### config.mk
export PLATFORM = sky130hd
export DESIGN_NAME = alu_div_seq_flat
export DESIGN_NICKNAME = d
export VERILOG_FILES = /design/src/rtl/alu_div_seq_pkg.sv /design/src/rtl/alu_div_seq_if.sv /design/src/rtl/alu_div_seq_step.sv /design/src/rtl/alu_div_seq.sv /design/src/flat_wrapper.sv
export SDC_FILE = /design/constraint.sdc
export NUM_CORES = 1
export LEC_CHECK = 0
export CAP_MARGIN = 10
export CORE_UTILIZATION = 40
export DETAILED_ROUTE_END_ITERATION = 12
export GPL_TIMING_DRIVEN = 0
export SYNTH_ARGS = -nofsm -noshare
export SYNTH_HDL_FRONTEND = slang
export SYNTH_HIERARCHICAL = 1
export SYNTH_SLANG_ARGS = --single-unit
### constraint.sdc
create_clock -name CLK -period 3 [get_ports CLK]
set_input_delay 0.45 -clock CLK [delete_from_list [all_inputs] [get_ports CLK]]
set_output_delay 0.45 -clock CLK [all_outputs]
set_load 0.02 [all_outputs]
### src/rtl/alu_div_seq_pkg.sv
// Shared definitions for the iterative divider: FSM state encoding and the
// ALU opcode decode that selects DIV versus IDIV.
package alu_div_seq_pkg;

   typedef enum logic [2:0] {
      S_IDLE  = 3'd0,
      S_CHECK = 3'd1,
      S_ITER  = 3'd2,
      S_FIX   = 3'd3,
      S_DONE  = 3'd4
   } div_state_e;

   // Group-3 reg field of the 8088 F6/F7 opcodes.
   localparam logic [2:0] OP_DIV  = 3'd6;
   localparam logic [2:0] OP_IDIV = 3'd7;

   function automatic logic op_is_signed(input logic [2:0] op);
      return (op == OP_IDIV);
   endfunction

endpackage

### src/rtl/alu_div_seq_if.sv
// Launch/result bundle between the ALU control (master) and the divider (slave).
interface alu_div_seq_if #(
   parameter int W = 8
);
   logic           START;
   logic           SGN;
   logic [2*W-1:0] DIVIDEND;
   logic [W-1:0]   DIVISOR;
   logic [W-1:0]   QUO;
   logic [W-1:0]   REM;
   logic           RDY;
   logic           DONE;
   logic           DERR;

   modport master (
      output START, SGN, DIVIDEND, DIVISOR,
      input  QUO, REM, RDY, DONE, DERR
   );

   modport slave (
      input  START, SGN, DIVIDEND, DIVISOR,
      output QUO, REM, RDY, DONE, DERR
   );
endinterface

### src/rtl/alu_div_seq_step.sv
// One restoring-division step: shift the next dividend bit into the partial
// remainder and subtract the divisor magnitude when it fits.
module alu_div_step #(
   parameter int W = 8
) (
   input  logic [W-1:0] p_i,
   input  logic         q_msb_i,
   input  logic [W-1:0] dvs_i,
   output logic [W-1:0] p_o,
   output logic         q_bit_o
);
   logic [W:0] p_sh_s;

   assign p_sh_s  = {p_i, q_msb_i};
   assign q_bit_o = (p_sh_s >= {1'b0, dvs_i});
   // The difference is below dvs_i, so dropping the carry bit is exact.
   assign p_o     = q_bit_o ? (p_sh_s[W-1:0] - dvs_i) : p_sh_s[W-1:0];
endmodule

### src/rtl/alu_div_seq.sv
// Iterative signed/unsigned divider for the 8088 ALU: 2W/W restoring division,
// one step per falling clock edge, with divide-error detection.
module alu_div_seq
   import alu_div_seq_pkg::*;
#(
   parameter int W = 8
) (
   input logic          CLK,
   input logic          RST,
   alu_div_seq_if.slave bus
);
   localparam int         CW  = $clog2(W + 1);
   localparam logic [W-1:0] LIM = {1'b1, {(W-1){1'b0}}};

   div_state_e     state_q, state_d;
   logic [CW-1:0]  cnt_q, cnt_d;
   logic           sgn_q, sgn_d;
   logic [2*W-1:0] dvd_q, dvd_d;
   logic [W-1:0]   dvs_q, dvs_d;
   logic [W-1:0]   p_q, p_d;
   logic [W-1:0]   q_q, q_d;
   logic           qneg_q, qneg_d;
   logic           rneg_q, rneg_d;
   logic           err_q, err_d;
   logic [W-1:0]   quo_q, quo_d;
   logic [W-1:0]   rem_q, rem_d;
   logic           derr_q, derr_d;
   logic           rdy_q, rdy_d;
   logic           done_q, done_d;

   logic [2*W-1:0] dvd_mag_s;
   logic [W-1:0]   dvs_mag_s;
   logic [W-1:0]   p_step_s;
   logic           q_bit_s;
   logic           q_ovf_s;

   alu_div_step #(.W(W)) u_step (
      .p_i     (p_q),
      .q_msb_i (q_q[W-1]),
      .dvs_i   (dvs_q),
      .p_o     (p_step_s),
      .q_bit_o (q_bit_s)
   );

   // Magnitudes are only meaningful in CHECK, while dvd_q/dvs_q still hold raw operands.
   assign dvd_mag_s = (sgn_q && dvd_q[2*W-1]) ? -dvd_q : dvd_q;
   assign dvs_mag_s = (sgn_q && dvs_q[W-1])   ? -dvs_q : dvs_q;
   assign q_ovf_s   = sgn_q && (qneg_q ? (q_q > LIM) : q_q[W-1]);

   // Next-state, datapath and output decode.
   always_comb begin
      state_d = state_q;
      cnt_d   = cnt_q;
      sgn_d   = sgn_q;
      dvd_d   = dvd_q;
      dvs_d   = dvs_q;
      p_d     = p_q;
      q_d     = q_q;
      qneg_d  = qneg_q;
      rneg_d  = rneg_q;
      err_d   = err_q;
      quo_d   = quo_q;
      rem_d   = rem_q;
      derr_d  = derr_q;
      case (state_q)
         S_IDLE: begin
            if (bus.START) begin
               sgn_d   = bus.SGN;
               dvd_d   = bus.DIVIDEND;
               dvs_d   = bus.DIVISOR;
               state_d = S_CHECK;
            end else begin
               state_d = S_IDLE;
            end
         end
         S_CHECK: begin
            qneg_d = sgn_q & (dvd_q[2*W-1] ^ dvs_q[W-1]);
            rneg_d = sgn_q & dvd_q[2*W-1];
            dvs_d  = dvs_mag_s;
            p_d    = dvd_mag_s[2*W-1:W];
            q_d    = dvd_mag_s[W-1:0];
            cnt_d  = CW'(W);
            // Early errors still pass through FIX so every result lands on the DONE-entry edge.
            if ((dvs_mag_s == {W{1'b0}}) || (dvd_mag_s[2*W-1:W] >= dvs_mag_s)) begin
               err_d   = 1'b1;
               state_d = S_FIX;
            end else begin
               err_d   = 1'b0;
               state_d = S_ITER;
            end
         end
         S_ITER: begin
            p_d   = p_step_s;
            q_d   = {q_q[W-2:0], q_bit_s};
            cnt_d = cnt_q - CW'(1);
            if (cnt_q == CW'(1)) begin
               state_d = S_FIX;
            end else begin
               state_d = S_ITER;
            end
         end
         S_FIX: begin
            state_d = S_DONE;
            if (err_q || q_ovf_s) begin
               derr_d = 1'b1;
            end else begin
               derr_d = 1'b0;
               quo_d  = qneg_q ? -q_q : q_q;
               rem_d  = rneg_q ? -p_q : p_q;
            end
         end
         S_DONE: begin
            state_d = S_IDLE;
         end
         default: begin
            state_d = S_IDLE;
         end
      endcase
      rdy_d  = (state_d == S_IDLE);
      done_d = (state_d == S_DONE);
   end

   // State and datapath registers, updated on the falling edge.
   always_ff @(negedge CLK or posedge RST) begin
      if (RST) begin
         state_q <= S_IDLE;
         cnt_q   <= {CW{1'b0}};
         sgn_q   <= 1'b0;
         dvd_q   <= {(2*W){1'b0}};
         dvs_q   <= {W{1'b0}};
         p_q     <= {W{1'b0}};
         q_q     <= {W{1'b0}};
         qneg_q  <= 1'b0;
         rneg_q  <= 1'b0;
         err_q   <= 1'b0;
         quo_q   <= {W{1'b0}};
         rem_q   <= {W{1'b0}};
         derr_q  <= 1'b0;
         rdy_q   <= 1'b1;
         done_q  <= 1'b0;
      end else begin
         state_q <= state_d;
         cnt_q   <= cnt_d;
         sgn_q   <= sgn_d;
         dvd_q   <= dvd_d;
         dvs_q   <= dvs_d;
         p_q     <= p_d;
         q_q     <= q_d;
         qneg_q  <= qneg_d;
         rneg_q  <= rneg_d;
         err_q   <= err_d;
         quo_q   <= quo_d;
         rem_q   <= rem_d;
         derr_q  <= derr_d;
         rdy_q   <= rdy_d;
         done_q  <= done_d;
      end
   end

   assign bus.QUO  = quo_q;
   assign bus.REM  = rem_q;
   assign bus.RDY  = rdy_q;
   assign bus.DONE = done_q;
   assign bus.DERR = derr_q;
endmodule

### src/flat_wrapper.sv
// flat-port wrapper written by rule: the top's interface ports become plain ports
module alu_div_seq_flat import alu_div_seq_pkg::*;
#(
   parameter int W = 8
)
  (CLK, RST, bus_START, bus_SGN, bus_DIVIDEND, bus_DIVISOR, bus_QUO, bus_REM, bus_RDY, bus_DONE, bus_DERR);
  alu_div_seq_if #(.W(W)) bus_i ();
  input logic CLK;
  input logic RST;
  input wire logic [$bits(bus_i.START)-1:0] bus_START;
  input wire logic [$bits(bus_i.SGN)-1:0] bus_SGN;
  input wire logic [$bits(bus_i.DIVIDEND)-1:0] bus_DIVIDEND;
  input wire logic [$bits(bus_i.DIVISOR)-1:0] bus_DIVISOR;
  output wire logic [$bits(bus_i.QUO)-1:0] bus_QUO;
  output wire logic [$bits(bus_i.REM)-1:0] bus_REM;
  output wire logic [$bits(bus_i.RDY)-1:0] bus_RDY;
  output wire logic [$bits(bus_i.DONE)-1:0] bus_DONE;
  output wire logic [$bits(bus_i.DERR)-1:0] bus_DERR;
  assign bus_i.START = bus_START;
  assign bus_i.SGN = bus_SGN;
  assign bus_i.DIVIDEND = bus_DIVIDEND;
  assign bus_i.DIVISOR = bus_DIVISOR;
  assign bus_QUO = bus_i.QUO;
  assign bus_REM = bus_i.REM;
  assign bus_RDY = bus_i.RDY;
  assign bus_DONE = bus_i.DONE;
  assign bus_DERR = bus_i.DERR;
  alu_div_seq #(.W(W)) u_core (.CLK(CLK), .RST(RST), .bus(bus_i));
endmodule
# --- Word level (Yosys, flattened, before mapping) ---
# Index checks and enable logic that the tools add are counted.
classes:
  shift: 0
  n_lt_le_gt_ge: 3
  n_reduce_logical: 13
  n_mul: 0
  div_mod_pow: 0
  n_mux: 17
  addsub: 6
  bitwise: 4
  eq_ne: 6
ops:
  columns: ["op", "n"]
  rows:
  - ["one-hot mux 8 bit (2 select lines)", 3]
  - ["two-way mux 8 bit", 5]
  - ["negator 8 bit", 3]
  - ["two-way mux 16 bit", 1]
  - ["negator 16 bit", 1]
  - ["one-hot mux 3 bit (4 select lines)", 1]
  - ["greater-or-equal comparator 9 x 8 -> 1 bit", 1]
  - ["greater-or-equal comparator 8 bit", 1]
  - ["greater-than comparator 8 bit (second input constant)", 1]
  - ["logical NOT 8 bit", 1]
  - ["one-hot mux 4 bit (2 select lines)", 1]
  - ["subtractor 8 bit", 1]
  - ["equality test 3 x 2 -> 1 bit (second input constant)", 2]
  - ["logical NOT 3 bit", 2]
  - ["two-way mux 1 bit", 6]
  - ["AND reduction 2 bit", 3]
  - ["equality test 4 x 1 -> 1 bit (second input constant)", 1]
  - ["nonzero test 2 bit", 2]
  - ["subtractor 4 x 1 -> 4 bit (second input constant)", 1]
  - ["equality test 3 x 1 -> 1 bit (second input constant)", 1]
  - ["equality test 3 bit (second input constant)", 1]
  - ["logical AND 1 bit", 3]
  - ["AND 1 bit", 2]
  - ["logical OR 1 bit", 2]
  - ["other kinds (3)", 3]
totals:
  latchBits: 0
  register_bits: 70
  mem_count: 0
  elab_cells: 64
  romBits: 0
  ram_bits: 0

# --- Logic depth before layout (Yosys ltp) ---
depth:
  depth_word: 7
  mapped_depth: 11
  mapped_depth_nobuf: 11

# --- Modules after synthesis ---
# Netlist, hierarchy kept.
modules_own_cells:
  columns: ["module", "area_each_um2", "cells_each", "instances"]
  rows:
  - ["alu_div_seq", 3862.5, 395, 1]
  - ["alu_div_step", 520.5, 69, 1]

==> metrics.cfg <==
[status]
run_status=finished, final reports clean

[sta]
rsz0062_at_grt=true
worstMarginPinSlew_ns=0.739
whs_ns=0.424
clock_skew_ns=0.0568
worst_slack_ns=0.0322
setup_violations=0
timing.final.hold_violations=0
slew_viol_final=0
slew_headroom_pct=50.6

[logic_synthesis]
synth.avg_cell_area_um2=9.45
synth_edf_count=0
async_flop_share_pct=100
synth_cells=464
syn_area_um2=4380
synthTopCellsByArea=dfrtn_1 39%, ha_1 6.3%, mux2_2 5.4%
synth_top_area_share_pct=39.4
yosys_warnings=6
synth_ff_type=dfrtn_1
syn_nets=515
ys_types=62
synthTopCellsByCount=69 x dfrtn_1, 43 x nor2_1, 35 x o21ai_0, 31 x inv_1, 30 x a21oi_1
synth.largest_area_cell=dfrtn_1
ys_seq_area_share_pct=40.0
ys_ff_latch=70
yosysMostFrequentCell=dfrtn_1

[min_path]
hp-class=register to register
hold_end=u_core/cnt_q[3]
hold_start=u_core/cnt_q[3]
whs_path_depth=1

[clocking]
clk_pin_slew_ns=0.06
cts_tree=yes
cts-root-buf=clkbuf_8
clkLatencyLatePin_ns=0.39
clockBufferDepth=2
h-tree-depth=3
cts_buffers=9
hold_buffers=0
cts_sinks=70

[setup_path]
ff2ff_path_depth=10
path_max_fanout=1
cpPeakStageDelay_ns=0.52
reg2reg_from=u_core/dvd_q[2]
r2r_slack_ns=0.13
required_ns=2.55
reg2reg_to=u_core/err_q
critPathCaptureType=output pin
cpLargestDelayFamily=flip-flops
worst-setup-path-type=register to output pin
crit_path_start_kind=register
cp_num_buf_inv=1
cp-startpoint=u_core/bus.RDY
path_cells=buf_6
arrival_ns=2.52
cp_slowest_cell=dfstp_2

[die]
ios=47
die_h_um=107
core_um2=10500
rows=37
dieArea_um2=11400
die_width_um=107
initial_core_util_pct=41.9

[job]
cap_violations=0

[power]
p_leak_nw=2.33
share_seq_of_total_power_pct=28.3
p_switching_w=0.00331
power.internal_w=0.00383
pwr-share-clk_pct=11.7
pwr-share-comb_pct=60.0
p_per_area_nw_per_um2=1320
switching_share_pct=46.4
peakVddDrop_v=0.000493

[detailed_routing]
first_pass_iters=5
drt_iter0_drc=137
drc_errors=0
vias=3635
wl_per_cell_um=15.9
wl_um=10700
drt-vias-per-instance=5.38
antenna_left=0

[placed_design]
placed_cells=648
finalWeightedCongestion=0.866
dpl.hpwl_um=8250
place_ws_ns=-0.846
place_area_um2=5080
numPortBuffers=46

[global_routing]
grt_pass1_wl_um=17800
grt.total_usage_pct=20.2
grt_pass1_vias=3579
gr-total-overflow=0
antenna_found_initial=0
grt_max_degree=31

[final_layout]
postLayoutCellArea_um2=5410
drive_gt1_share_pct=19.8
fin_cells=676
fin_nets=586
syn_to_final_growth_pct=23.4
nFillCells=993
diodes=0

state kept, by name (all words and copies together) (netlist names), 3 cells and up:
| register | count |
|---|---|
| u_core/bus.QUO | 8 |
| u_core/bus.REM | 8 |
| u_core/dvd_q | 16 |
| u_core/cnt_q | 4 |
| u_core/q_q | 8 |
| u_core/dvs_q | 8 |
| u_core/p_q | 8 |
| u_core/state_q | 3 |
metrics by stage:
stage                     setup TNS (ns)  total power [W]  utilization (%)
after global placement            -53.15          0.00594             48.1
after floorplan                        0          0.00488                -
final                                  0          0.00714             51.7
after detailed placement          -18.17          0.00608             48.5
after global routing             -0.0158          0.00777             51.7
after CTS                              0          0.00700             51.3
cell type report:
| type | instances | area [µm²] | share of cell area, % |
|---|---|---|---|
| flip-flops and latches | 70 | 1750 | 32.4 |
| clock buffers | 11 | 174 | 3.21 |
| multi-input cells | 340 | 2460 | 45.5 |
| clock inverters | 6 | 47.5 | 0.879 |
| repair buffers | 60 | 554 | 10.2 |
| plain buffers | 23 | 131 | 2.43 |
| well taps | 136 | 170 | 3.15 |
| inverters | 30 | 116 | 2.15 |
power groups by stage:
stage               combinational (W)  sequential, W   clock [W]
global route                  0.00477        0.00211    0.000895
detailed placement            0.00404        0.00203  0.00000417
CTS                           0.00412        0.00203    0.000849
floorplan                     0.00286        0.00202  0.00000417
global placement              0.00392        0.00201  0.00000417
finish                        0.00429        0.00202    0.000832
repair_timing:
action	4_1_cts	5_1_grt
buffers inserted	4	8
pin swaps	3	3
setup endpoints to repair	46	32
gates resized for setup	60	24
metal layers:
layer  track usage [%]  routed length [µm]  vias up
met1              26.3                5000     1729
li1                  -                   -     1811
met5                 0                   0        -
met3              3.10                 430       12
met4              8.41                 177        0
met2              33.5                5110       83
placed cells by master, fill, tap and decap left out, types with 14 or more instances in the layout:
| cell type | Yosys | final |
|---|---|---|
| o21ai_0 | 35 | 33 |
| mux2_2 | 21 | 21 |
| a22oi_1 | 14 | 14 |
| inv_1 | 31 | 30 |
| ha_1 | 22 | 22 |
| nand2_1 | 28 | 28 |
| xnor2_1 | 18 | 17 |
| a21oi_1 | 30 | 29 |
| xor2_1 | 15 | 15 |
| nor2_1 | 43 | 43 |
| dfrtn_1 | 69 | 69 |
| clkdlybuf4s50_1 | 0 | 26 |
cells by family (layout without fill, tap and decap cells):
kind of cell / count (synthesis) / after routing / synth area share (%)
XOR/XNOR: 33 / 33 / 6.59
buffers and inverters: 54 / 130 / 5.57
multiplexers: 29 / 29 / 7.22
flip-flops: 70 / 70 / 40.0
AND/OR/NAND/NOR: 133 / 133 / 15.6
adder cells (fa/ha/maj): 23 / 23 / 6.74
AO/OA/AOI/OAI: 122 / 122 / 18.3
worst max path at each step:
stage	endpoint	slack (ns)	cells after the start
6_report	bus_RDY	0.03	1
5_1_grt	u_core/err_q	-0.01	11
4_1_cts	bus_REM[7]	0.0009	1
3_5_place_dp	u_core/dvd_q[3]	-0.85	4
3_3_place_gp	u_core/dvd_q[3]	-0.82	4
2_1_floorplan	u_core/dvd_q[2]	0.05	3
(Power assumes the default switching activity.)
